File: config.mk
export PLATFORM = sky130hd
export DESIGN_NAME = fetch_ctrl_flat
export DESIGN_NICKNAME = d
export VERILOG_FILES = /design/src/rtl/fetch_ctrl_pkg.sv /design/src/rtl/fetch_ctrl_if.sv /design/src/rtl/fetch_ctrl.sv /design/src/flat_wrapper.sv
export SDC_FILE = /design/constraint.sdc
export NUM_CORES = 1
export LEC_CHECK = 0
export CORE_MARGIN = 10
export CORE_UTILIZATION = 40
export DETAILED_ROUTE_END_ITERATION = 8
export DONT_BUFFER_PORTS = 1
export SYNTH_ARGS = -nofsm -noshare
export SYNTH_HDL_FRONTEND = slang
export SYNTH_SLANG_ARGS = --single-unit
export TNS_END_PERCENT = 100
File: constraint.sdc
create_clock -name clk -period 5.5 [get_ports clk]
set_clock_uncertainty 0.1 [all_clocks]
set_input_delay 1.1 -clock clk [delete_from_list [all_inputs] [get_ports clk]]
set_output_delay 1.1 -clock clk [all_outputs]
set_load 0.01 [all_outputs]
File: src/rtl/fetch_ctrl_pkg.sv
// Shared types and constants for the instruction fetch controller.
package fetch_pkg;

  typedef enum logic [2:0] {
    IDLE,
    REQ,
    WAIT,
    DRAIN,
    HOLD
  } fetch_state_t;

  localparam logic [31:0] PC_INC            = 32'd4;
  // addi x0,x0,0: the bubble presented to IF/ID when nothing valid is fetched.
  localparam logic [31:0] NOP_INSTR_DEFAULT = 32'h0000_0013;

endpackage

File: src/rtl/fetch_ctrl_if.sv
// Fetch-side signal bundle: PC register, instruction memory, hazard/redirect and IF/ID.
interface fetch_ctrl_if;

  logic [31:0] pc_q;
  logic [31:0] pc_next;
  logic        pc_en;
  logic        imem_req;
  logic [31:0] imem_addr;
  logic        imem_gnt;
  logic        imem_rvalid;
  logic [31:0] imem_rdata;
  logic        stall_id;
  logic        redirect_valid;
  logic [31:0] redirect_target;
  logic        ifid_en;
  logic        ifid_flush;
  logic [31:0] ifid_instr;
  logic [31:0] ifid_pc;

  // The fetch controller side.
  modport master (
    input  pc_q,
    output pc_next,
    output pc_en,
    output imem_req,
    output imem_addr,
    input  imem_gnt,
    input  imem_rvalid,
    input  imem_rdata,
    input  stall_id,
    input  redirect_valid,
    input  redirect_target,
    output ifid_en,
    output ifid_flush,
    output ifid_instr,
    output ifid_pc
  );

  // The surrounding pipeline: PC register, memory, hazard unit, IF/ID register.
  modport slave (
    output pc_q,
    input  pc_next,
    input  pc_en,
    input  imem_req,
    input  imem_addr,
    output imem_gnt,
    output imem_rvalid,
    output imem_rdata,
    output stall_id,
    output redirect_valid,
    output redirect_target,
    input  ifid_en,
    input  ifid_flush,
    input  ifid_instr,
    input  ifid_pc
  );

endinterface

File: src/rtl/fetch_ctrl.sv
// Fetch sequencer: one outstanding imem request, a one-entry skid for load-use
// stalls, and flush handling for EX-stage redirects. The PC register itself
// lives outside and is driven through pc_next/pc_en.
module fetch_ctrl
  import fetch_pkg::*;
#(
  parameter logic [31:0] RESET_PC  = 32'h0000_0000,
  parameter logic [31:0] NOP_INSTR = NOP_INSTR_DEFAULT
) (
  input  logic          clk,
  input  logic          rst,
  fetch_ctrl_if.master  bus
);

  fetch_state_t state_q, state_d;
  logic [31:0]  fetch_pc_q, fetch_pc_d;
  logic [31:0]  skid_q, skid_d;
  logic [31:0]  skid_pc_q, skid_pc_d;
  logic         redirect;

  // The fetch address is always the live PC register value.
  assign bus.imem_addr = bus.pc_q;

  // A redirect only counts once the boot vector has been loaded.
  assign redirect = bus.redirect_valid && (state_q != IDLE);

  // Next-state, register updates and all combinational outputs.
  always_comb begin
    state_d        = state_q;
    fetch_pc_d     = fetch_pc_q;
    skid_d         = skid_q;
    skid_pc_d      = skid_pc_q;
    bus.pc_en      = 1'b0;
    bus.pc_next    = bus.pc_q + PC_INC;
    bus.imem_req   = 1'b0;
    bus.ifid_en    = 1'b0;
    bus.ifid_flush = 1'b0;
    bus.ifid_instr = NOP_INSTR;
    bus.ifid_pc    = fetch_pc_q;

    case (state_q)
      IDLE: begin
        bus.pc_en   = 1'b1;
        bus.pc_next = RESET_PC;
        state_d     = REQ;
      end

      REQ: begin
        // Responses arriving here are leftovers from before a reset; ignore them.
        if (!redirect) begin
          bus.imem_req = 1'b1;
          if (bus.imem_gnt) begin
            // The PC advances at grant, regardless of any downstream stall.
            fetch_pc_d  = bus.pc_q;
            bus.pc_en   = 1'b1;
            bus.pc_next = bus.pc_q + PC_INC;
            state_d     = WAIT;
          end
        end
      end

      WAIT: begin
        if (redirect) begin
          // Response in the same cycle is simply dropped; otherwise it is still
          // in flight and must be swallowed in DRAIN.
          state_d = bus.imem_rvalid ? REQ : DRAIN;
        end else if (bus.imem_rvalid) begin
          if (bus.stall_id) begin
            skid_d    = bus.imem_rdata;
            skid_pc_d = fetch_pc_q;
            state_d   = HOLD;
          end else begin
            bus.ifid_en    = 1'b1;
            bus.ifid_instr = bus.imem_rdata;
            bus.ifid_pc    = fetch_pc_q;
            state_d        = REQ;
          end
        end
      end

      DRAIN: begin
        // A redirect that coincides with the stale response leaves nothing in
        // flight, so fetching can restart; otherwise keep waiting for it.
        if (bus.imem_rvalid) begin
          state_d = REQ;
        end
      end

      HOLD: begin
        bus.ifid_instr = skid_q;
        bus.ifid_pc    = skid_pc_q;
        if (redirect) begin
          skid_d    = NOP_INSTR;
          skid_pc_d = 32'd0;
          state_d   = REQ;
        end else if (!bus.stall_id) begin
          bus.ifid_en = 1'b1;
          state_d     = REQ;
        end
      end

      default: begin
        state_d = IDLE;
      end
    endcase

    // Redirect wins over stall and grant: reload the PC and bubble IF/ID.
    if (redirect) begin
      bus.pc_en      = 1'b1;
      bus.pc_next    = bus.redirect_target;
      bus.ifid_flush = 1'b1;
      bus.ifid_en    = 1'b0;
      bus.imem_req   = 1'b0;
    end

    // Keep every enable quiet while reset is held.
    if (rst) begin
      bus.pc_en      = 1'b0;
      bus.imem_req   = 1'b0;
      bus.ifid_en    = 1'b0;
      bus.ifid_flush = 1'b0;
      bus.ifid_instr = NOP_INSTR;
      bus.ifid_pc    = 32'd0;
    end
  end

  // State and skid registers with asynchronous reset.
  always_ff @(posedge clk or posedge rst) begin
    if (rst) begin
      state_q    <= IDLE;
      fetch_pc_q <= 32'd0;
      skid_q     <= NOP_INSTR;
      skid_pc_q  <= 32'd0;
    end else begin
      state_q    <= state_d;
      fetch_pc_q <= fetch_pc_d;
      skid_q     <= skid_d;
      skid_pc_q  <= skid_pc_d;
    end
  end

endmodule

File: src/flat_wrapper.sv
// flat-port wrapper written by rule: the top's interface ports become plain ports
module fetch_ctrl_flat import fetch_pkg::*;
#(
  parameter logic [31:0] RESET_PC  = 32'h0000_0000,
  parameter logic [31:0] NOP_INSTR = NOP_INSTR_DEFAULT
)
  (clk, rst, bus_pc_q, bus_pc_next, bus_pc_en, bus_imem_req, bus_imem_addr, bus_imem_gnt, bus_imem_rvalid, bus_imem_rdata, bus_stall_id, bus_redirect_valid, bus_redirect_target, bus_ifid_en, bus_ifid_flush, bus_ifid_instr, bus_ifid_pc);
  fetch_ctrl_if bus_i ();
  input  logic clk;
  input  logic rst;
  input wire logic [$bits(bus_i.pc_q)-1:0] bus_pc_q;
  output wire logic [$bits(bus_i.pc_next)-1:0] bus_pc_next;
  output wire logic [$bits(bus_i.pc_en)-1:0] bus_pc_en;
  output wire logic [$bits(bus_i.imem_req)-1:0] bus_imem_req;
  output wire logic [$bits(bus_i.imem_addr)-1:0] bus_imem_addr;
  input wire logic [$bits(bus_i.imem_gnt)-1:0] bus_imem_gnt;
  input wire logic [$bits(bus_i.imem_rvalid)-1:0] bus_imem_rvalid;
  input wire logic [$bits(bus_i.imem_rdata)-1:0] bus_imem_rdata;
  input wire logic [$bits(bus_i.stall_id)-1:0] bus_stall_id;
  input wire logic [$bits(bus_i.redirect_valid)-1:0] bus_redirect_valid;
  input wire logic [$bits(bus_i.redirect_target)-1:0] bus_redirect_target;
  output wire logic [$bits(bus_i.ifid_en)-1:0] bus_ifid_en;
  output wire logic [$bits(bus_i.ifid_flush)-1:0] bus_ifid_flush;
  output wire logic [$bits(bus_i.ifid_instr)-1:0] bus_ifid_instr;
  output wire logic [$bits(bus_i.ifid_pc)-1:0] bus_ifid_pc;
  assign bus_i.pc_q = bus_pc_q;
  assign bus_pc_next = bus_i.pc_next;
  assign bus_pc_en = bus_i.pc_en;
  assign bus_imem_req = bus_i.imem_req;
  assign bus_imem_addr = bus_i.imem_addr;
  assign bus_i.imem_gnt = bus_imem_gnt;
  assign bus_i.imem_rvalid = bus_imem_rvalid;
  assign bus_i.imem_rdata = bus_imem_rdata;
  assign bus_i.stall_id = bus_stall_id;
  assign bus_i.redirect_valid = bus_redirect_valid;
  assign bus_i.redirect_target = bus_redirect_target;
  assign bus_ifid_en = bus_i.ifid_en;
  assign bus_ifid_flush = bus_i.ifid_flush;
  assign bus_ifid_instr = bus_i.ifid_instr;
  assign bus_ifid_pc = bus_i.ifid_pc;
  fetch_ctrl #(.RESET_PC(RESET_PC), .NOP_INSTR(NOP_INSTR)) u_core (.clk(clk), .rst(rst), .bus(bus_i));
endmodule
==> impl_table.tex <==
\begin{tabular}{lr}
\hline
Metric & Value \\
\hline
\multicolumn{2}{l}{\textbf{Status}} \\
\quad Outcome & complete, no violations \\
\multicolumn{2}{l}{\textbf{Worst setup path}} \\
\quad Worst EP required & 4.30 ns \\
\quad Worst EP arrival & 2.98 ns \\
\quad Stages on worst setup path & 5 \\
\quad Worst Setup Start Kind & input port \\
\quad Critical Setup Path Class & input port to output port \\
\quad CP max-delay cell & sky130\_fd\_sc\_hd\_\_or4\_1 \\
\quad Critical path's top delay family & simple AND/OR/NAND/NOR gates \\
\quad Critical Path Sink Type & output port \\
\quad Crit path max fanout & 14 \\
\quad Critical path buffers and inverters & 1 \\
\quad Stage delay of the slowest cell on the critical path & 0.78 ns \\
\quad Depth of the worst register-to-register path & 5 \\
\quad Worst-path cell chain & ha\_1 -> inv\_1 -> or4\_1 -> o311a\_1 -> a221o\_1 \\
\multicolumn{2}{l}{\textbf{Yosys}} \\
\quad Number of synthesized register bits & 99 \\
\quad Number of unique standard cell types used by synthesis & 50 \\
\quad Yosys warning count & 0 \\
\quad Number of cells produced by synthesis & 735 \\
\quad Count of flip-flops with a built-in enable after synthesis & 0 \\
\quad Avg Inst Size Synth & 8.56 µm² \\
\quad Post-Synthesis Cell Area & 0.00629 mm² \\
\quad Portion of the post-synthesis area used by sequential elements & 39.4\% \\
\quad Proportion of synthesized flip-flops having asynchronous set or reset & 100\% \\
\quad Prevailing post-synth register cell & sky130\_fd\_sc\_hd\_\_dfrtp\_1 \\
\quad Total nets after synthesis & 838 \\
\multicolumn{2}{l}{\textbf{Clock network}} \\
\quad CTS tree & done \\
\quad Buffer cell driving the clock tree root & sky130\_fd\_sc\_hd\_\_clkbuf\_16 \\
\quad Clock buffer depth & 2 \\
\quad Hold buffers post-CTS & 0 \\
\quad Buffers inserted by post-CTS timing repair & 0 \\
\quad Post-cts sizing count & 0 \\
\quad Clock-pin slew of the registers on the worst-case setup and hold paths & 0.07 ns \\
\quad Number of clock buffers inserted by TritonCTS & 9 \\
\quad CTS H-tree depth & 3 \\
\quad Clock insertion delay at the later pin of the skew report & 0.35 ns \\
\quad Number of clock sinks & 99 \\
\multicolumn{2}{l}{\textbf{Placement}} \\
\quad Final Wtd Congestion & 0.902 \\
\quad Sum of net half-perimeters after detailed placement & 14000 µm \\
\quad Placed instance area & 0.00618 mm² \\
\quad Count of buffers from port buffering & 0 \\
\multicolumn{2}{l}{\textbf{Final layout}} \\
\quad Fill cell instance count of the final layout & 1528 \\
\quad Area occupied by registers & 0.00248 mm² \\
\quad Synth-to-Final Area Change & 3.16\% \\
\quad Fraction of layout instances using a drive strength above 1 & 10.5\% \\
\quad Most common library cell in the layout ignoring fill and taps & sky130\_fd\_sc\_hd\_\_nand2\_1 \\
\quad Footprint of the multi-input gates & 0.00311 mm² \\
\quad Post-layout nets & 775 \\
\quad Post-route cell area & 0.00649 mm² \\
\quad Commonest non-fill, non-tap cells in the layout & 128 x sky130\_fd\_sc\_hd\_\_nand2\_1, 96 x sky130\_fd\_sc\_hd\_\_dfrtp\_1, 66 x sky130\_fd\_sc\_hd\_\_inv\_1 \\
\quad Antenna Diode Count & 0 \\
\quad Final core utilization & 42.4\% \\
\multicolumn{2}{l}{\textbf{Detailed routing}} \\
\quad ANT nets after route & 0 \\
\quad Number of detailed-route iterations in the first pass & 6 \\
\quad Routed via count divided by cell count & 5.89 \\
\quad Remaining DRCs & 0 \\
\quad Total detailed-routing wirelength & 19600 µm \\
\quad DRT iter0 DRCs & 359 \\
\quad Vias post-DR & 5233 \\
\quad Routed wire length per instance & 22.1 µm \\
\multicolumn{2}{l}{\textbf{Global routing}} \\
\quad Pin count of the biggest net entering global routing & 62 \\
\quad Overall overflow remaining after global route & 0 \\
\quad Antenna violations before repair & 0 \\
\quad Global-route wire length before repair & 30500 µm \\
\quad Number of global-route vias before repair & 5284 \\
\quad Total routing usage reported by global routing & 17.9\% \\
\multicolumn{2}{l}{\textbf{Timing}} \\
\quad Crit path time final & 4.18 ns \\
\quad Max-Slew Margin vs Limit & 27.3\% \\
\quad Total Negative Setup Slacks & 0 ns \\
\quad Max Fclk & 239 MHz \\
\quad Final Max Tran Viols & 0 \\
\quad Part of the cycle the worst path needs & 76.0\% \\
\quad Final hold violations & 0 \\
\quad Final number of setup-violating endpoints & 0 \\
\quad Least-Margin Pin Slew & 1.09 ns \\
\quad Fin Hold WS & 0.369 ns \\
\quad Unrepaired setup endpoints after global routing & no \\
\multicolumn{2}{l}{\textbf{Floorplan}} \\
\quad Y dimension of the die & 145 µm \\
\quad Die area & 0.0211 mm² \\
\quad \# IOs & 234 \\
\quad FP Rows & 45 \\
\quad Floorplan die width & 145 µm \\
\quad Initial Utilization & 41.1\% \\
\quad Area inside the core boundary & 0.0153 mm² \\
\multicolumn{2}{l}{\textbf{Power}} \\
\quad Total power divided by cell area & 327 mW/mm² \\
\quad Total Power Consumption & 0.00212 W \\
\quad Leakage Power & 2.72 nW \\
\quad Highest ir drop seen on vdd & 0.146 mV \\
\multicolumn{2}{l}{\textbf{Worst hold path}} \\
\quad Class of the most critical hold timing path & register to register \\
\quad Worst hold path cell count & 2 \\
\multicolumn{2}{l}{\textbf{Flow run}} \\
\quad Maxcap violations & 0 \\
\hline
\end{tabular}
-- stage by stage --
step / setup slack (ns) / std cells
after floorplan: 0.427 / 735
after global placement: 1.35 / 872
after detailed placement: 1.32 / 872
after CTS: 1.32 / 888
after global routing: 1.17 / 888
final: 1.32 / 888
-- power by group --
part / total, W / leakage [nW] / switching, W / internal [W]
logic: 0.000441 / 1.54 / 0.000263 / 0.000179
clock network: 0.000659 / 0.151 / 0.000298 / 0.000361
registers: 0.00102 / 1.03 / 0.000105 / 0.000917
-- per-layer routing --
layer  vias up  routed length [µm]  global-route usage, %
met4         0                 348                   6.37
met2       260                9430                   28.9
met5         -                   0                      0
met3        26                1900                   7.26
met1      2563                7920                   20.9
li1       2384                   -                      -
-- cell families after synthesis --
logic type                 synth area share, %
AOI/OAI and AO/OA                         12.3
xor gates and xnor gates                  1.53
adders and majority gates                0.199
buffers and inverters                     11.5
DFF                                       39.4
muxes                                     15.9
and+or+nand+nor                           19.2
-- final cells by class --
| type | instances | share of cell area [%] |
|---|---|---|
| tap | 211 | 4.07 |
| clock inverter | 7 | 1.27 |
| inverter | 67 | 3.91 |
| sequential | 99 | 38.2 |
| clock buffer | 9 | 3.47 |
| timing repair buffer | 10 | 1.16 |
| multi-input combinational | 485 | 47.9 |
-- Yosys cell counts (12+ instances only) --
| master | number | share of area [%] |
|---|---|---|
| sky130_fd_sc_hd__clkbuf_1 | 39 | 2.3 |
| sky130_fd_sc_hd__a21oi_1 | 40 | 3.2 |
| sky130_fd_sc_hd__buf_4 | 38 | 4.5 |
| sky130_fd_sc_hd__a22oi_1 | 29 | 3.5 |
| sky130_fd_sc_hd__nand2_1 | 128 | 7.6 |
| sky130_fd_sc_hd__dfrtp_1 | 96 | 38 |
| sky130_fd_sc_hd__inv_1 | 67 | 4.0 |
| sky130_fd_sc_hd__nand4_1 | 12 | 1.2 |
| sky130_fd_sc_hd__mux2_2 | 31 | 5.5 |
| sky130_fd_sc_hd__nor2_1 | 47 | 2.8 |
| sky130_fd_sc_hd__mux2i_1 | 65 | 10 |
| sky130_fd_sc_hd__o21ai_0 | 17 | 1.4 |
| sky130_fd_sc_hd__nand3_1 | 24 | 1.9 |
-- worst reg2reg max path, stage by stage, from the launching register on --
cell and delay, ns:
sky130_fd_sc_hd__dfrtp_1 0.59, sky130_fd_sc_hd__nand2_1 0.11, sky130_fd_sc_hd__or4b_2 0.69, sky130_fd_sc_hd__a21oi_4 0.18, sky130_fd_sc_hd__buf_4 0.50, sky130_fd_sc_hd__mux2i_1 0.30
-- worst paths after layout --
check | start | endpoint | slack, ns
hold / removal | u_core.skid_q[4] | u_core.skid_q[4] | 0.37
setup / recovery | bus_pc_q[2] | bus_pc_next[22] | 1.32
hold reg to reg | u_core.skid_q[4] | u_core.skid_q[4] | 0.37
setup reg to reg | u_core.state_q[1] | u_core.skid_pc_q[5] | 2.95
min in group asynchronous | rst | u_core.fetch_pc_q[14] | 0.63
max in group asynchronous | rst | u_core.skid_q[19] | 3.49
-- registers in the layout, indices dropped and copies added, names as in the netlist --
name	count
u_core.skid_q	32
u_core.skid_pc_q	32
u_core.fetch_pc_q	32
u_core.state_q	3
Note: power is estimated with default switching activity, not from simulation.
